File: src/rtl/fma_round_pack.sv
// fma_round_pack: rounds the normalized fma16 sum to fp16 and packs result + flags.
// Latency: 2 cycles from accept to out_valid (stage 1 = round decision, stage 2 = pack).
// Backpressure: valid/ready skid of 2 ops; in_ready = ~s1_valid | ~s2_valid | out_ready.
// Optional build macro FMA_FLAGS_ACC_EN adds the sticky OR-accumulated flags_acc register.
module fma_round_pack #(
  parameter int NE = 5,
  parameter int NF = 10
) (
  input  logic              clk,
  input  logic              reset,
  input  logic              in_valid,
  output logic              in_ready,
  input  logic              m_sign,
  input  logic [NE+1:0]     m_exp,
  input  logic [4*NF+5:0]   m_shifted,
  input  logic              a_sticky,
  input  logic              sum_zero,
  input  logic              special_valid,
  input  logic [NE+NF:0]    special_result,
  input  logic              special_invalid,
  input  logic [1:0]        round_mode,
  output logic              out_valid,
  input  logic              out_ready,
  output logic [NE+NF:0]    result,
  output logic [3:0]        flags,
  input  logic              flags_clr,
  output logic [3:0]        flags_acc
);

  localparam logic [1:0] MODE_RZ  = 2'b00;
  localparam logic [1:0] MODE_RNE = 2'b01;
  localparam logic [1:0] MODE_RM  = 2'b10;
  localparam logic [1:0] MODE_RP  = 2'b11;

  // Exponent range limits, compared as signed values.
  localparam logic signed [NE+1:0] EXP_INF = (NE+2)'((1 << NE) - 1);
  localparam logic signed [NE+1:0] EXP_ONE = (NE+2)'(1);

  // Handshake state
  logic s1_valid;
  logic s2_valid;
  logic in_xfer;
  logic s1_adv;
  logic out_xfer;

  assign in_ready  = ~s1_valid | ~s2_valid | out_ready;
  assign in_xfer   = in_valid & in_ready;
  assign s1_adv    = s1_valid & (~s2_valid | out_ready);
  assign out_xfer  = s2_valid & out_ready;
  assign out_valid = s2_valid;

  // Stage-1 rounding decision from the incoming mantissa
  logic [NF-1:0] in_frac;
  logic          in_l;
  logic          in_g;
  logic          in_s;
  logic          in_rup;

  assign in_frac = m_shifted[3*NF+1:2*NF+2];
  assign in_l    = m_shifted[2*NF+2];
  assign in_g    = m_shifted[2*NF+1];
  assign in_s    = (|m_shifted[2*NF:0]) | a_sticky;

  // Bits above the fraction (implicit one and headroom) carry no rounding information.
  logic unused_hi_bits;
  assign unused_hi_bits = ^m_shifted[4*NF+5:3*NF+2];

  // Round-up decision per rounding mode
  always_comb begin
    in_rup = 1'b0;
    case (round_mode)
      MODE_RZ:  in_rup = 1'b0;
      MODE_RNE: in_rup = in_g & (in_l | in_s);
      MODE_RM:  in_rup = m_sign & (in_g | in_s);
      MODE_RP:  in_rup = ~m_sign & (in_g | in_s);
      default:  in_rup = 1'b0;
    endcase
  end

  // Stage-1 registers
  logic                   s1_sign;
  logic signed [NE+1:0]   s1_exp;
  logic [NF-1:0]          s1_frac;
  logic                   s1_inexact;
  logic                   s1_rup;
  logic                   s1_zero;
  logic                   s1_spec_vld;
  logic [NE+NF:0]         s1_spec_res;
  logic                   s1_spec_inv;
  logic [1:0]             s1_mode;

  // Stage-1 valid tracks accepts and hand-offs to stage 2
  always_ff @(posedge clk or posedge reset) begin
    if (reset) begin
      s1_valid <= 1'b0;
    end else if (in_xfer) begin
      s1_valid <= 1'b1;
    end else if (s1_adv) begin
      s1_valid <= 1'b0;
    end
  end

  // Stage-1 payload is captured on accept, round_mode included
  always_ff @(posedge clk or posedge reset) begin
    if (reset) begin
      s1_sign     <= 1'b0;
      s1_exp      <= '0;
      s1_frac     <= '0;
      s1_inexact  <= 1'b0;
      s1_rup      <= 1'b0;
      s1_zero     <= 1'b0;
      s1_spec_vld <= 1'b0;
      s1_spec_res <= '0;
      s1_spec_inv <= 1'b0;
      s1_mode     <= MODE_RZ;
    end else if (in_xfer) begin
      s1_sign     <= m_sign;
      s1_exp      <= m_exp;
      s1_frac     <= in_frac;
      s1_inexact  <= in_g | in_s;
      s1_rup      <= in_rup;
      s1_zero     <= sum_zero;
      s1_spec_vld <= special_valid;
      s1_spec_res <= special_result;
      s1_spec_inv <= special_invalid;
      s1_mode     <= round_mode;
    end
  end

  // Stage-2 rounding increment; a fraction carry bumps the exponent
  logic [NF:0]          rnd_sum;
  logic signed [NE+1:0] rnd_exp;
  logic [NF-1:0]        rnd_frac;
  logic                 to_inf;

  assign rnd_sum  = {1'b0, s1_frac} + {{NF{1'b0}}, s1_rup};
  assign rnd_exp  = rnd_sum[NF] ? (s1_exp + EXP_ONE) : s1_exp;
  assign rnd_frac = rnd_sum[NF] ? '0 : rnd_sum[NF-1:0];
  assign to_inf   = (s1_mode == MODE_RNE) |
                    ((s1_mode == MODE_RM) &  s1_sign) |
                    ((s1_mode == MODE_RP) & ~s1_sign);

  logic [NE+NF:0] nxt_result;
  logic [3:0]     nxt_flags;

  // Pack result and flags; specials beat zero, which beats range handling
  always_comb begin
    nxt_result = {s1_sign, rnd_exp[NE-1:0], rnd_frac};
    nxt_flags  = {3'b000, s1_inexact};
    if (s1_spec_vld) begin
      nxt_result = s1_spec_res;
      nxt_flags  = {s1_spec_inv, 3'b000};
    end else if (s1_zero) begin
      nxt_result = '0;
      nxt_flags  = 4'b0000;
    end else if (rnd_exp >= EXP_INF) begin
      nxt_flags  = 4'b0101;
      if (to_inf) begin
        nxt_result = {s1_sign, {NE{1'b1}}, {NF{1'b0}}};
      end else begin
        nxt_result = {s1_sign, {(NE-1){1'b1}}, 1'b0, {NF{1'b1}}};
      end
    end else if (rnd_exp < EXP_ONE) begin
      nxt_result = {s1_sign, {(NE+NF){1'b0}}};
      nxt_flags  = 4'b0011;
    end
  end

  // Stage-2 valid and output registers; outputs hold while stalled
  always_ff @(posedge clk or posedge reset) begin
    if (reset) begin
      s2_valid <= 1'b0;
      result   <= '0;
      flags    <= 4'b0000;
    end else begin
      if (s1_adv) begin
        s2_valid <= 1'b1;
        result   <= nxt_result;
        flags    <= nxt_flags;
      end else if (out_xfer) begin
        s2_valid <= 1'b0;
      end
    end
  end

`ifdef FMA_FLAGS_ACC_EN
  // Sticky flag accumulator; a clear coinciding with a transfer keeps only that transfer
  always_ff @(posedge clk or posedge reset) begin
    if (reset) begin
      flags_acc <= 4'b0000;
    end else if (flags_clr) begin
      flags_acc <= out_xfer ? flags : 4'b0000;
    end else if (out_xfer) begin
      flags_acc <= flags_acc | flags;
    end
  end
`else
  assign flags_acc = 4'b0000;

  logic unused_flags_clr;
  assign unused_flags_clr = flags_clr;
`endif

endmodule

File: config.mk
export PLATFORM = sky130hd
export DESIGN_NAME = fma_round_pack
export DESIGN_NICKNAME = d
export VERILOG_FILES = /design/src/rtl/fma_round_pack.sv
export SDC_FILE = /design/constraint.sdc
export NUM_CORES = 1
export LEC_CHECK = 0
export ABC_CLOCK_PERIOD_IN_PS = 3300
export CORE_MARGIN = 5
export CORE_UTILIZATION = 35
export CTS_CLUSTER_SIZE = 16
export DETAILED_ROUTE_END_ITERATION = 16
export PLACE_DENSITY = 0.73
export SYNTH_ARGS = -nofsm -noshare
export SYNTH_HDL_FRONTEND = slang
export SYNTH_SLANG_ARGS = --single-unit
File: constraint.sdc
create_clock -name clk -period 3.3 [get_ports clk]
set_input_delay 0.66 -clock clk [delete_from_list [all_inputs] [get_ports clk]]
set_output_delay 0.66 -clock clk [all_outputs]
set_load 0.05 [all_outputs]
; After elaboration in Yosys (flattened, before gate mapping)
; Cells that the tools add are included.
[classes]
eq_ne = 6
n_mux = 16
reduce_logical = 4
magnitude_cmp = 2
n_addsub = 2
n_bitwise = 20
[op_table]
columns = cell, count
row1 = $mux 16, 2
row2 = $mux 15, 2
row3 = $reduce_or 21->1, 1
row4 = $add 10x1->11, 1
row5 = $mux 11, 1
row6 = $mux 10, 1
row7 = $and 1x1->1, 8
row8 = $eq 2x2->1 const B, 4
row9 = $or 1x1->1, 8
row10 = $add 7x2->7 const B, 1
row11 = $ge 7x6->1 const B, 1
row12 = $lt 7x2->1 const B, 1
row13 = $mux 7, 1
row14 = $mux 3, 2
row15 = $eq 2x1->1 const B, 2
row16 = $mux 1, 4
row17 = $mux 4, 1
row18 = $not 1->1, 4
row19 = $pmux 1 s4, 1
row20 = $reduce_bool 2->1, 2
row21 = $logic_not 2->1, 1
row22 = $mux 2, 1
[word_totals]
in_bits = 81
elab_cells = 64
regBits = 63

; Logic depth before layout (Yosys ltp)
[depth]
word_depth = 8
depth_mapped = 9
depth_no_buf = 8

; Worst setup path after synthesis
; OpenSTA, ideal clock, no wires.
[synth_path]
path_type = register to register
start = register s2_valid (netlist: out_valid)
end = register s1_exp[0]
setup_ns = 0.125
t_required_ns = 3.175
arrival_ns = 2.274
setup_slack_ns = 0.901
n_path_buf = 1
stages_incl_launch_ff = 5
cell_sequence = dfrtp_1 -> nand3b_1 -> nand2_1 -> clkbuf_1 -> mux2_2
[synth_between]
elab_chain_len = 4
[synth_lines]
columns = item, line
row1 = start: declaration, 41  ; logic s2_valid;
row2 = start signal: assignment, 172  ; s2_valid <= 1'b0;
row3 = start signal: assignment, 177  ; s2_valid <= 1'b1;
row4 = start signal: assignment, 181  ; s2_valid <= 1'b0;
row5 = $not 1->1, 46  ; assign in_ready = ~s1_valid | ~s2_valid | out_ready;
row6 = $or 1x1->1 (2 in series), 46
row7 = named net in_ready, 12  ; output logic in_ready,
row8 = $and 1x1->1, 47  ; assign in_xfer = in_valid & in_ready;
row9 = end signal: assignment, 118  ; s1_exp <= m_exp;
row10 = end: declaration, 82  ; logic signed [NE+1:0] s1_exp;
; The timed path passes the listed nets, and every way through them passes these cells.
; A chain may end at the register's enable or synchronous reset.

; Final worst setup path
[layout_path]
start = register s1_rup
end = register result[6]
[layout_between]
elab_chain_len = 7
[layout_lines]
columns = item, line
row1 = start: declaration, 85  ; logic s1_rup;
row2 = start signal: assignment, 121  ; s1_rup <= in_rup;
row3 = $add 10x1->11 (*), 136  ; assign rnd_sum = {1'b0, s1_frac} + {{NF{1'b0}}, s1_rup};
row4 = $mux 7, 137  ; assign rnd_exp = rnd_sum[NF] ? (s1_exp + EXP_ONE) : s1_exp;
row5 = $lt 7x2->1, 163  ; end else if (rnd_exp < EXP_ONE) begin
row6 = $mux 15, 163
row7 = $mux 15 (*), 156  ; end else if (rnd_exp >= EXP_INF) begin
row8 = $mux 16 (*), 153  ; end else if (s1_zero) begin
row9 = $mux 16 (*), 150  ; if (s1_spec_vld) begin
row10 = end signal: assignment, 178  ; result <= nxt_result;
row11 = end: declaration, 24  ; output logic [NE+NF:0] result,
; Mark *: on every way between the ends. The rest lies on a longest branch, timed or not.

==> key figures <==
Outcome
  • Status: complete, no violations

Logic synthesis
  • FFs w/ async S/R, synth: 1.000
  • Gate count of the mapped netlist: 300
  • Post-synth EDFFs: 0
  • Yosys warning total: 0
  • Syn Area/Cell: 11.02 um2
  • Register area share after synthesis: 0.4769
  • Synth top cells by count: dfrtp_1, mux2_2, nand2_1, a21oi_1, nor2_1
  • Ys flop type: dfrtp_1
  • Synthesized flop and latch total: 63
  • Top-count cell post-synth: dfrtp_1
  • Synth top area cells: dfrtp_1, mux2_2, nand2_1
  • Post-synthesis cell type count: 51
  • Biggest area consumer among synthesized cells: dfrtp_1
  • Synth top area share: 0.4769
  • Mapped cell area: 0.003306 mm2

Drt
  • Drt drc: 0
  • Iteration count of the initial detailed-routing pass: 4
  • Routed len/inst: 15.36 um
  • Routed vias: 2597
  • Vias per Instance: 5.014
  • Routed WL: 7.959 mm
  • DRT antenna net count: 0
  • Iteration-0 DRC Markers: 75

Clock network
  • TritonCTS Buffers: 9
  • Clock-pin slew on the worst setup and hold paths: 0.07 ns
  • H-tree level count: 3
  • Worst skew pair latency: 0.34 ns
  • Postcts setup bufs: 0
  • Clock sinks: 63
  • Hold_buf cts: 0
  • CTS Root Buffer Type: clkbuf_8
  • CTS Buffer Depth: 2
  • PostCTS Resize Cnt: 0
  • CTS tree: built

GRT
  • Busiest layer in global routing: met2
  • M1 GR Usage: 0.1797
  • Overall global routing resource usage: 0.1444
  • First-pass GRT wire length: 13.03 mm
  • Initial antenna violation count: 0
  • Grt total ovfl: 0
  • Vias in the first global route: 2734
  • Met3 Resource Use GR: 0.03552
  • Largest net degree at the start of global routing: 44
  • Met2 Usage GRT: 0.2373

Worst setup path
  • Beginning of the worst register-to-register path: s1_rup
  • Critical-path top delay cell: or3_1
  • Worst Path Buf+Inv: 0
  • Worst Setup Path Type: register to register
  • Largest delay share family, worst path: simple AND/OR/NAND/NOR gates
  • Crit path capture type: register
  • Crit-path cells: ha_1 -> ha_1 -> nand3_1 -> nor4_2 -> xor2_1 -> or2_2 -> or3_1 -> o311ai_1
  • Crit-path max cell delay: 0.43 ns
  • Critical Path AT: 2.94 ns
  • Nature of the critical path startpoint: register
  • Reg2reg end: result[6]
  • Worst R2R Path Depth: 8
  • CP required: 3.48 ns
  • Cell mode on critical path: ha_1
  • CP Max Fanout: 10
  • R2R Setup Slk: 0.55 ns

Hold path
  • Hold path start: flags[3]
  • Worst Hold End: flags[3]
  • HP Class: register to register
  • Hold Path Cell Cnt: 2

STA
  • Fmax: 0.3634 GHz
  • Slew Viols, Final: 0
  • Smallest setup slack after layout: 0.5480 ns
  • Final Hold Viols: 0
  • Crit share post-route: 0.8340
  • Worst hold margin: 0.4874 ns
  • RSZ-0062 raised after global routing: no
  • Worst slew pin tran: 0.6972 ns
  • Setup TNS Final: 0 ns
  • Tmin final: 2.752 ns
  • Clock Skew: 0.01182 ns
  • Final setup vio count: 0
  • Max-slew headroom: 0.5345

Cells and area
  • Area grow syn2layout: 35.96%
  • Layout cells sized above 1: 0.1979
  • Final nets: 468
  • # fillers: 865
  • Util after Layout: 0.4864
  • Antenna diodes: 0
  • Register area: 0.001577 mm2
  • Multi-input combinational cell area: 0.001615 mm2

Power and ir drop
  • VDD IR max: 256.8 uV
  • LEAKAGE: 0.001824 uW
  • PD cells: 570.4 mW/mm2

Floorplanning
  • Die height: 107.2 um
  • Initial Util: 0.3578
  • Top-Level Pins: 107
  • Die Width: 107.2 um
  • Core area: 0.009240 mm2
  • Rows: 35
  • Die footprint: 0.01149 mm2

Place
  • Number of port buffers: 87
  • Pre-CTS WS: 0.5492 ns
  • DP Wirelength: 6.001 mm
  • Placer congestion estimate: 0.8431

Flow run
  • Number of max-cap violations: 0
through the flow:
step | cell area (um2) | power, uW | std cells
4_1_cts | 4494 | 2586 | 518
2_1_floorplan | 3317 | 1580 | 303
3_5_place_dp | 4285 | 1884 | 502
5_1_grt | 4494 | 2688 | 518
3_3_place_gp | 4285 | 1867 | 502
6_report | 4494 | 2563 | 518
tightest hold or removal path, cell delays in order, from the launching register on:
cell,delay [ns]
dfrtp_1,0.34
nand2_1,0.05
o21ai_0,0.06
kinds of logic after synthesis:
family	share of synthesized area
simple gates	0.1681
flops	0.4769
compound gates	0.1124
mux	0.1450
buf+inv	0.03785
xor+xnor	0.04732
fa+ha+maj	0.01136
other cells	0.001134
cells in the final DEF (no fill, tap or decap), types with 3 or more instances in the layout:
cell and n:
o21ai_0 6, inv_1 3, clkdlybuf4s50_1 87, mux2_2 39, a21oi_1 18, nor3_1 4
nor4_1 7, dfrtp_1 63, nand3_1 8, or3_1 3, nand4_1 5, nand3b_1 3
buf_4 3, xnor2_1 9, mux2i_1 4, conb_1 4, xor2_1 7, nand2b_1 4
o211ai_2 7, ha_1 3, nand2_1 33, clkbuf_8 11, nor2_1 15, a211o_1 3
o311ai_1 3
state kept, by name, indices dropped and copies added, names as in the netlist:
register	flops
s1_mode	2
result	16
s1_inexact	1
s1_spec_vld	1
s1_spec_res	16
s1_exp	7
flags	4
s1_rup	1
s1_sign	1
s1_frac	10
s1_spec_inv	1
s1_zero	1
out_valid	1
s1_valid	1
metal layers:
| metal | share of wire | wire [um] | up-vias |
|---|---|---|---|
| met4 | 0.021 | 164 | 0 |
| met5 | 0 | 0 | - |
| met3 | 0.057 | 452 | 14 |
| met2 | 0.49 | 3895 | 79 |
| li1 | - | - | 1241 |
| met1 | 0.43 | 3447 | 1263 |
cell type report:
class / count / area share
Inverter: 5 / 0.004176
Multi-Input combinational cell: 214 / 0.3594
Timing Repair Buffer: 91 / 0.2032
Clock inverter: 4 / 0.01197
Sequential cell: 63 / 0.3508
Clock buffer: 12 / 0.03452
Tap cell: 129 / 0.03591
how the worst max path moves through the flow:
stage,to,cells after the start,from
after floorplan,s1_exp[0],4,out_valid
after global placement,in_ready,3,out_ready
after detailed placement,result[6],8,s1_rup
after CTS,result[6],8,s1_rup
after global routing,result[6],8,s1_rup
final,result[6],8,s1_rup
where the power goes:
part	internal, uW	total [uW]	switching (uW)
Combinational	353	818	465
Sequential	907	1050	138
Clock	392	700	309
Total	1650	2560	912
Power figures use the tool's default switching activity.
